File: src/rtl/xup_serial_to_vector_pair.sv
// Serial-to-parallel assembler: collects two SIZE-bit operands LSB-first from a
// valid/ready bit stream and presents them as a registered pair until consumed.
module xup_serial_to_vector_pair #(
    parameter int SIZE  = 8,
    parameter int DELAY = 3
) (
    input  logic            clk,
    input  logic            reset,
    input  logic            sin,
    input  logic            sin_valid,
    output logic            sin_ready,
    output logic [SIZE-1:0] a,
    output logic [SIZE-1:0] b,
    output logic            vec_valid,
    input  logic            vec_ready,
    output logic            busy
);
    localparam int CW = $clog2(SIZE);

    // DELAY only shapes output timing in behavioural models; here it is just range-checked.
    if (SIZE < 2 || SIZE > 32 || DELAY < 0) begin : g_bad_param
        $error("xup_serial_to_vector_pair: SIZE must be 2..32 and DELAY >= 0");
    end

    typedef enum logic [1:0] {
        LOAD_A = 2'd0,
        LOAD_B = 2'd1,
        HOLD   = 2'd2
    } state_t;

    state_t          state_q, state_d;
    logic [CW-1:0]   cnt_q, cnt_d;
    logic [SIZE-1:0] sa_q, sa_d;
    logic [SIZE-1:0] sb_q, sb_d;
    logic [SIZE-1:0] a_q, a_d;
    logic [SIZE-1:0] b_q, b_d;
    logic            beat;
    logic            last_bit;

    assign sin_ready = (state_q != HOLD);
    assign beat      = sin_valid && sin_ready;
    assign last_bit  = (cnt_q == CW'(SIZE - 1));

    always_comb begin
        state_d = state_q;
        cnt_d   = cnt_q;
        sa_d    = sa_q;
        sb_d    = sb_q;
        a_d     = a_q;
        b_d     = b_q;
        if (beat) begin
            cnt_d = last_bit ? '0 : cnt_q + CW'(1);
        end
        case (state_q)
            LOAD_A: begin
                if (beat) begin
                    sa_d = {sin, sa_q[SIZE-1:1]};
                    if (last_bit) state_d = LOAD_B;
                end
            end
            LOAD_B: begin
                if (beat) begin
                    sb_d = {sin, sb_q[SIZE-1:1]};
                    if (last_bit) begin
                        // The final bit goes straight into b, not via sb.
                        a_d     = sa_q;
                        b_d     = {sin, sb_q[SIZE-1:1]};
                        state_d = HOLD;
                    end
                end
            end
            HOLD: begin
                if (vec_ready) state_d = LOAD_A;
            end
            default: state_d = LOAD_A;
        endcase
    end

    always_ff @(posedge clk) begin
        if (reset) begin
            state_q <= LOAD_A;
            cnt_q   <= '0;
            sa_q    <= '0;
            sb_q    <= '0;
            a_q     <= '0;
            b_q     <= '0;
        end else begin
            state_q <= state_d;
            cnt_q   <= cnt_d;
            sa_q    <= sa_d;
            sb_q    <= sb_d;
            a_q     <= a_d;
            b_q     <= b_d;
        end
    end

    assign a         = a_q;
    assign b         = b_q;
    assign vec_valid = (state_q == HOLD);
    assign busy      = ((state_q == LOAD_A) && (cnt_q != '0)) || (state_q == LOAD_B);

endmodule

File: config.mk
export PLATFORM = sky130hd
export DESIGN_NAME = xup_serial_to_vector_pair
export DESIGN_NICKNAME = d
export VERILOG_FILES = /design/src/rtl/xup_serial_to_vector_pair.sv
export SDC_FILE = /design/constraint.sdc
export NUM_CORES = 1
export LEC_CHECK = 0
export BUFFER_PORTS_ARGS = -buffer_cell sky130_fd_sc_hd__buf_2
export CORE_MARGIN = 1
export CORE_UTILIZATION = 35
export CTS_CLUSTER_DIAMETER = 120
export DETAILED_ROUTE_END_ITERATION = 10
export HOLD_SLACK_MARGIN = 0.03
export PLACE_DENSITY = 0.62
export RECOVER_POWER = 25
export SLEW_MARGIN = 40
export SYNTH_ARGS = -nofsm -noshare
export SYNTH_HDL_FRONTEND = slang
export SYNTH_SLANG_ARGS = --single-unit
File: constraint.sdc
create_clock -name clk -period 1.5 [get_ports clk]
set_input_delay 0.075 -clock clk [delete_from_list [all_inputs] [get_ports clk]]
set_output_delay 0.075 -clock clk [all_outputs]
set_load 0.05 [all_outputs]
After elaboration in Yosys (flattened, before gate mapping)
Cells that the tools add are included.
W data, S select, Z words.
{"block": "word_totals", "reg_bits": 37, "in_bits": 5, "output_inout_bits": 19, "word_cells": 32}
{"block": "op_classes", "addsub": 1, "eq_ne": 9, "mux": 7, "n_reduce_logical": 9}
{"cell": "$mux W2", "n": 5}
{"cell": "$ne A2 B2 Y1 const B", "n": 5}
{"cell": "$pmux W2 S3", "n": 1}
{"cell": "$reduce_and A5 Y1", "n": 1}
{"cell": "$reduce_and A2 Y1", "n": 2}
{"cell": "$add A3 B1 Y3 const B", "n": 1}
{"cell": "$eq A3 B3 Y1 const B", "n": 1}
{"cell": "$mux W3", "n": 1}
{"cell": "$reduce_and A3 Y1", "n": 1}
{"cell": "$reduce_bool A3 Y1", "n": 1}
{"cell": "$eq A2 B1 Y1 const B", "n": 1}
{"cell": "$eq A2 B2 Y1 const B", "n": 1}
{"cell": "$logic_and A1 B1 Y1", "n": 2}
{"cell": "$logic_not A2 Y1", "n": 1}
{"cell": "$ne A2 B1 Y1 const B", "n": 1}
{"cell": "$logic_or A1 B1 Y1", "n": 1}

Logic depth before layout (Yosys ltp)
{"block": "logic_depth", "depth_word": 4, "depth_mapped": 7, "ltp_nobuf": 5}

Worst setup path after synthesis
Ideal clock, no wire load.
{"block": "synth_timing", "path_kind": "flip-flop to flip-flop", "start": "reg cnt_q[0]", "end": "reg a_q[2] (netlist: a[2])", "setup_ns": 0.132, "t_arrival_ns": 1.293, "required_ns": 1.368, "slack_ns": 0.075, "stages_incl_launch_ff": 8, "path_buffers": 2, "synth_period_minus_slack_ns": 1.425, "path_cell_list": "dfxtp_1 -> ha_1 -> ha_1 -> and4b_2 -> buf_4 -> buf_6 -> nand2_1 -> a21oi_1"}
{"block": "synth_via", "elab_chain_len": 2}
{"item": "start, declared", "line_no": "32", "rtl": "logic [CW-1:0] cnt_q, cnt_d;"}
{"item": "start signal, assigned", "line_no": "89", "rtl": "cnt_q <= cnt_d;"}
{"item": "$eq A3 B3 Y1", "line_no": "42", "rtl": "assign last_bit = (cnt_q == CW'(SIZE - 1));"}
{"item": "$reduce_and A3 Y1 (no line)"}
{"item": "end signal, assigned", "line_no": "85", "rtl": "a_q <= '0;"}
{"item": "end signal, assigned", "line_no": "92", "rtl": "a_q <= a_d;"}
{"item": "end, declared", "line_no": "35", "rtl": "logic [SIZE-1:0] a_q, a_d;"}
No other way between the ends.
A chain may end at the register's enable or synchronous reset.

Worst setup path in the final report
{"block": "layout_timing", "start": "reg cnt_q[0]", "end": "reg cnt_q[0]"}
{"block": "layout_via", "elab_chain_len": 2, "elab_cells_between_ends": 3, "classes_between": "add/sub (1); eq/ne (1); mux (1)"}
{"item": "$add A3 B1 Y3 or $eq A3 B3 Y1 (tied branches)", "line_no": "52, 42"}
{"item": "$mux W3 *", "line_no": "52", "rtl": "cnt_d = last_bit ? '0 : cnt_q + CW'(1);"}
Every way passes the cells marked *; elsewhere a longest branch is shown, timed or not.

==> summary.txt <==
Status
  • Run status: finished clean

Floorplan
  • Boundary pin count: 24
  • Die footprint: 4254 µm²
  • Num rows: 22
  • Core area: 3744 µm²
  • Starting Density: 37.37%
  • Die X: 65.22 µm
  • Die Y: 65.22 µm

Power and ir drop
  • Max VDD drop: 0.0003729 V
  • Design Power: 1.870 mW
  • Pwr per Cell Area: 1140 nW/µm²
  • Leak: 0.6118 nW

Placement
  • Port-buffer cells: 23
  • Post-DP HPWL: 1758 µm
  • Gpl congestion: 0.7153

Yosys
  • Mapped Cells: 171
  • Post-Syn Area: 1399 µm²
  • Register bit total from synthesis: 36
  • YS warnings: 0
  • Netlist cell types: 24
  • Sequential-to-total area share from yosys stat: 51.52%
  • Post-Syn Nets: 179
  • Mean Syn Cell Area: 8.180 µm²

Setup path
  • Worst-path cell chain: ha_1, ha_2, or4_1, a21oi_1
  • Startpoint types: register
  • Critical path data arrival time: 1.60 ns
  • CP Class: reg -> reg
  • Setup slack, reg-to-reg: 0.11 ns
  • CP required: 1.72 ns
  • R2r endpoint: cnt_q[0]$_SDFFE_PP0P_
  • Max FO, Critical Path: 4
  • CP delay by family, top: simple AND/OR/NAND/NOR gates
  • Worst reg-to-reg path cell count: 4
  • CP Capture Type: register
  • CP max stage delay: 0.47 ns
  • Crit path buf inv count: 0
  • R2r startpoint: cnt_q[0]$_SDFFE_PP0P_
  • Levels on crit path: 4
  • Crit path max-delay cell type: or4_1

STA
  • Final Hold Viols: 0
  • Setup TNS Final: 0 ns
  • Worst Tran Pin Value: 0.6369 ns
  • Peak Freq: 0.7198 GHz
  • Setup violators final: 0
  • Tmin final: 1.389 ns
  • RSZ-0062 raised after global routing: no
  • Skew final: 0.003918 ns
  • Tcrit/Tclk final: 92.62%
  • Slew Viols, Final: 0
  • Slew HR: 57.54%

Clocking
  • Htree depth: 2
  • CTS tree: yes
  • Clock Tree Root: clkbuf_8
  • CTS Buf Count: 5
  • Clock transition at the registers of the reported paths: 0.07 ns
  • Clock sinks: 36
  • Maximum clock path buffer count: 2
  • Worst-skew pair later-pin latency: 0.28 ns

Drt
  • Drt pass-1 iters: 4
  • DRC viols: 0
  • 1st-iter DRT viols: 68
  • DR WL/cell: 10.90 µm
  • Vias: 1134
  • Final ANT Viol Nets: 0
  • Final WL: 2659 µm
  • Vias per cell: 4.648

GRT
  • Largest net degree at the start of global routing: 37
  • First-pass GRT wire length: 4595 µm
  • Number of global-route vias before repair: 990
  • Gr usage total: 14.49%
  • Global route overflow: 0
  • Antenna violations before repair: 0

Final layout
  • Fill cell count: 408
  • Layout cell share with drive strength beyond 1: 16.33%
  • Area Overhead vs Synth: 17.26%
  • Antenna cells: 0
  • Layout Nets: 203

Hold path
  • HP Start: vec_ready
  • Worst Hold Class: in -> reg
  • Endpoint, Worst Hold: state_q[1]$_SDFFE_PP0P_
  • Worst hold path depth: 3

Job
  • Max_cap viols: 0
-- kinds of logic after synthesis --
logic type,synth area share [%]
flip-flops,51.52
XOR/XNOR,0.6262
AO/OA/AOI/OAI,14.13
adder cells (fa/ha/maj),2.684
AND/OR/NAND/NOR,24.69
buffers and inverters,6.350
-- per-layer routing --
metal | up-vias | track usage (%) | share of wire (%) | routed length [µm]
met3 | 2 | 5.556 | 4.9 | 129
li1 | 600 | - | - | -
met5 | - | 0 | 0 | 0
met2 | 22 | 21.91 | 47 | 1248
met4 | 0 | 6.522 | 1.1 | 29
met1 | 510 | 18.09 | 47 | 1252
-- repair_timing --
action | 4_1_cts | 5_1_grt
gates resized for setup | 0 | 2
setup buffers | 0 | 0
endpoints found under the setup margin | 0 | 8
hold buffers | 0 | 0
-- synth_stat cells --
| cell | number | share of area, % |
|---|---|---|
| o21a_1 | 1 | 0.54 |
| and4b_2 | 1 | 0.80 |
| buf_2 | 2 | 0.72 |
| nand3b_1 | 1 | 0.54 |
| dfxtp_1 | 36 | 52 |
| inv_2 | 1 | 0.27 |
| or3b_2 | 1 | 0.63 |
| ha_1 | 3 | 2.7 |
| buf_4 | 3 | 1.6 |
| clkbuf_1 | 5 | 1.3 |
| o21ai_0 | 3 | 1.1 |
| xor2_1 | 1 | 0.63 |
| nor2_1 | 2 | 0.54 |
| nand2b_4 | 1 | 0.98 |
| and3b_2 | 1 | 0.72 |
| nand4b_2 | 1 | 1.1 |
| nand3_1 | 2 | 0.72 |
| inv_1 | 3 | 0.80 |
| nor3_1 | 1 | 0.36 |
| a21oi_1 | 35 | 13 |
| or4_1 | 1 | 0.54 |
| nand2_1 | 63 | 17 |
| buf_6 | 2 | 1.6 |
| nor3b_2 | 1 | 0.89 |
-- worst max path at each step --
stage | end | slack, ns | from
global placement | a[2]$_SDFFE_PP0P_ | 0.1 | cnt_q[0]$_SDFFE_PP0P_
floorplan | a[2]$_SDFFE_PP0P_ | 0.07 | cnt_q[0]$_SDFFE_PP0P_
CTS | a[3]$_SDFFE_PP0P_ | 0.07 | cnt_q[0]$_SDFFE_PP0P_
global route | b[3]$_SDFFE_PP0P_ | 0.004 | cnt_q[0]$_SDFFE_PP0P_
detailed placement | a[2]$_SDFFE_PP0P_ | 0.08 | cnt_q[0]$_SDFFE_PP0P_
finish | cnt_q[0]$_SDFFE_PP0P_ | 0.11 | cnt_q[0]$_SDFFE_PP0P_
-- per-stage QoR --
stage          util (%)  hold slack (ns)  cells  area, µm²  setup WS [ns]
2_1_floorplan         -           0.2110    171       1399        0.07467
3_3_place_gp      41.28           0.3447    236       1545        0.09834
3_5_place_dp      41.28           0.3402    236       1545        0.07725
4_1_cts           44.15          0.03952    244       1653        0.06731
5_1_grt           43.82          0.05993    244       1640       0.003793
6_report          43.82          0.04648    244       1640         0.1108
-- layout make-up --
| class | instances | area, µm² | share of cell area (%) |
|---|---|---|---|
| clock buffers | 6 | 72.57 | 4.424 |
| clock inverters | 2 | 35.03 | 2.136 |
| inverters | 4 | 15.01 | 0.9153 |
| multi-input cells | 119 | 591.8 | 36.08 |
| flip-flops and latches | 36 | 721.9 | 44.01 |
| well taps | 48 | 60.06 | 3.661 |
| repair buffers | 29 | 143.9 | 8.772 |
-- worst register-to-register path, cell delays in order (launching register included) --
cell and delay [ns]:
dfxtp_1 0.33, ha_1 0.20, ha_2 0.20, or4_1 0.47, a21oi_1 0.13
-- cells in the final DEF (no fill, tap or decap), types with 2 or more instances in the layout --
master and n:
nand2_1 63, a21oi_1 35, dfxtp_1 35, clkbuf_1 14, buf_2 10, buf_4 6
clkbuf_8 5, inv_1 3, o21ai_0 3, nor2_1 2, nand3_1 2, ha_1 2
-- report_power, final --
group	total [mW]	leakage (nW)	switching (mW)	internal, mW
clock network	0.834	0.0552	0.341	0.493
logic	0.0675	0.266	0.0481	0.0194
registers	0.968	0.291	0.00543	0.963
-- state kept, by name (all words and copies together), names as in the netlist --
name / cells
cnt_q: 3
sa_q: 8
a: 8
b: 8
state_q: 2
sb_q: 7
(Power assumes the default switching activity.)
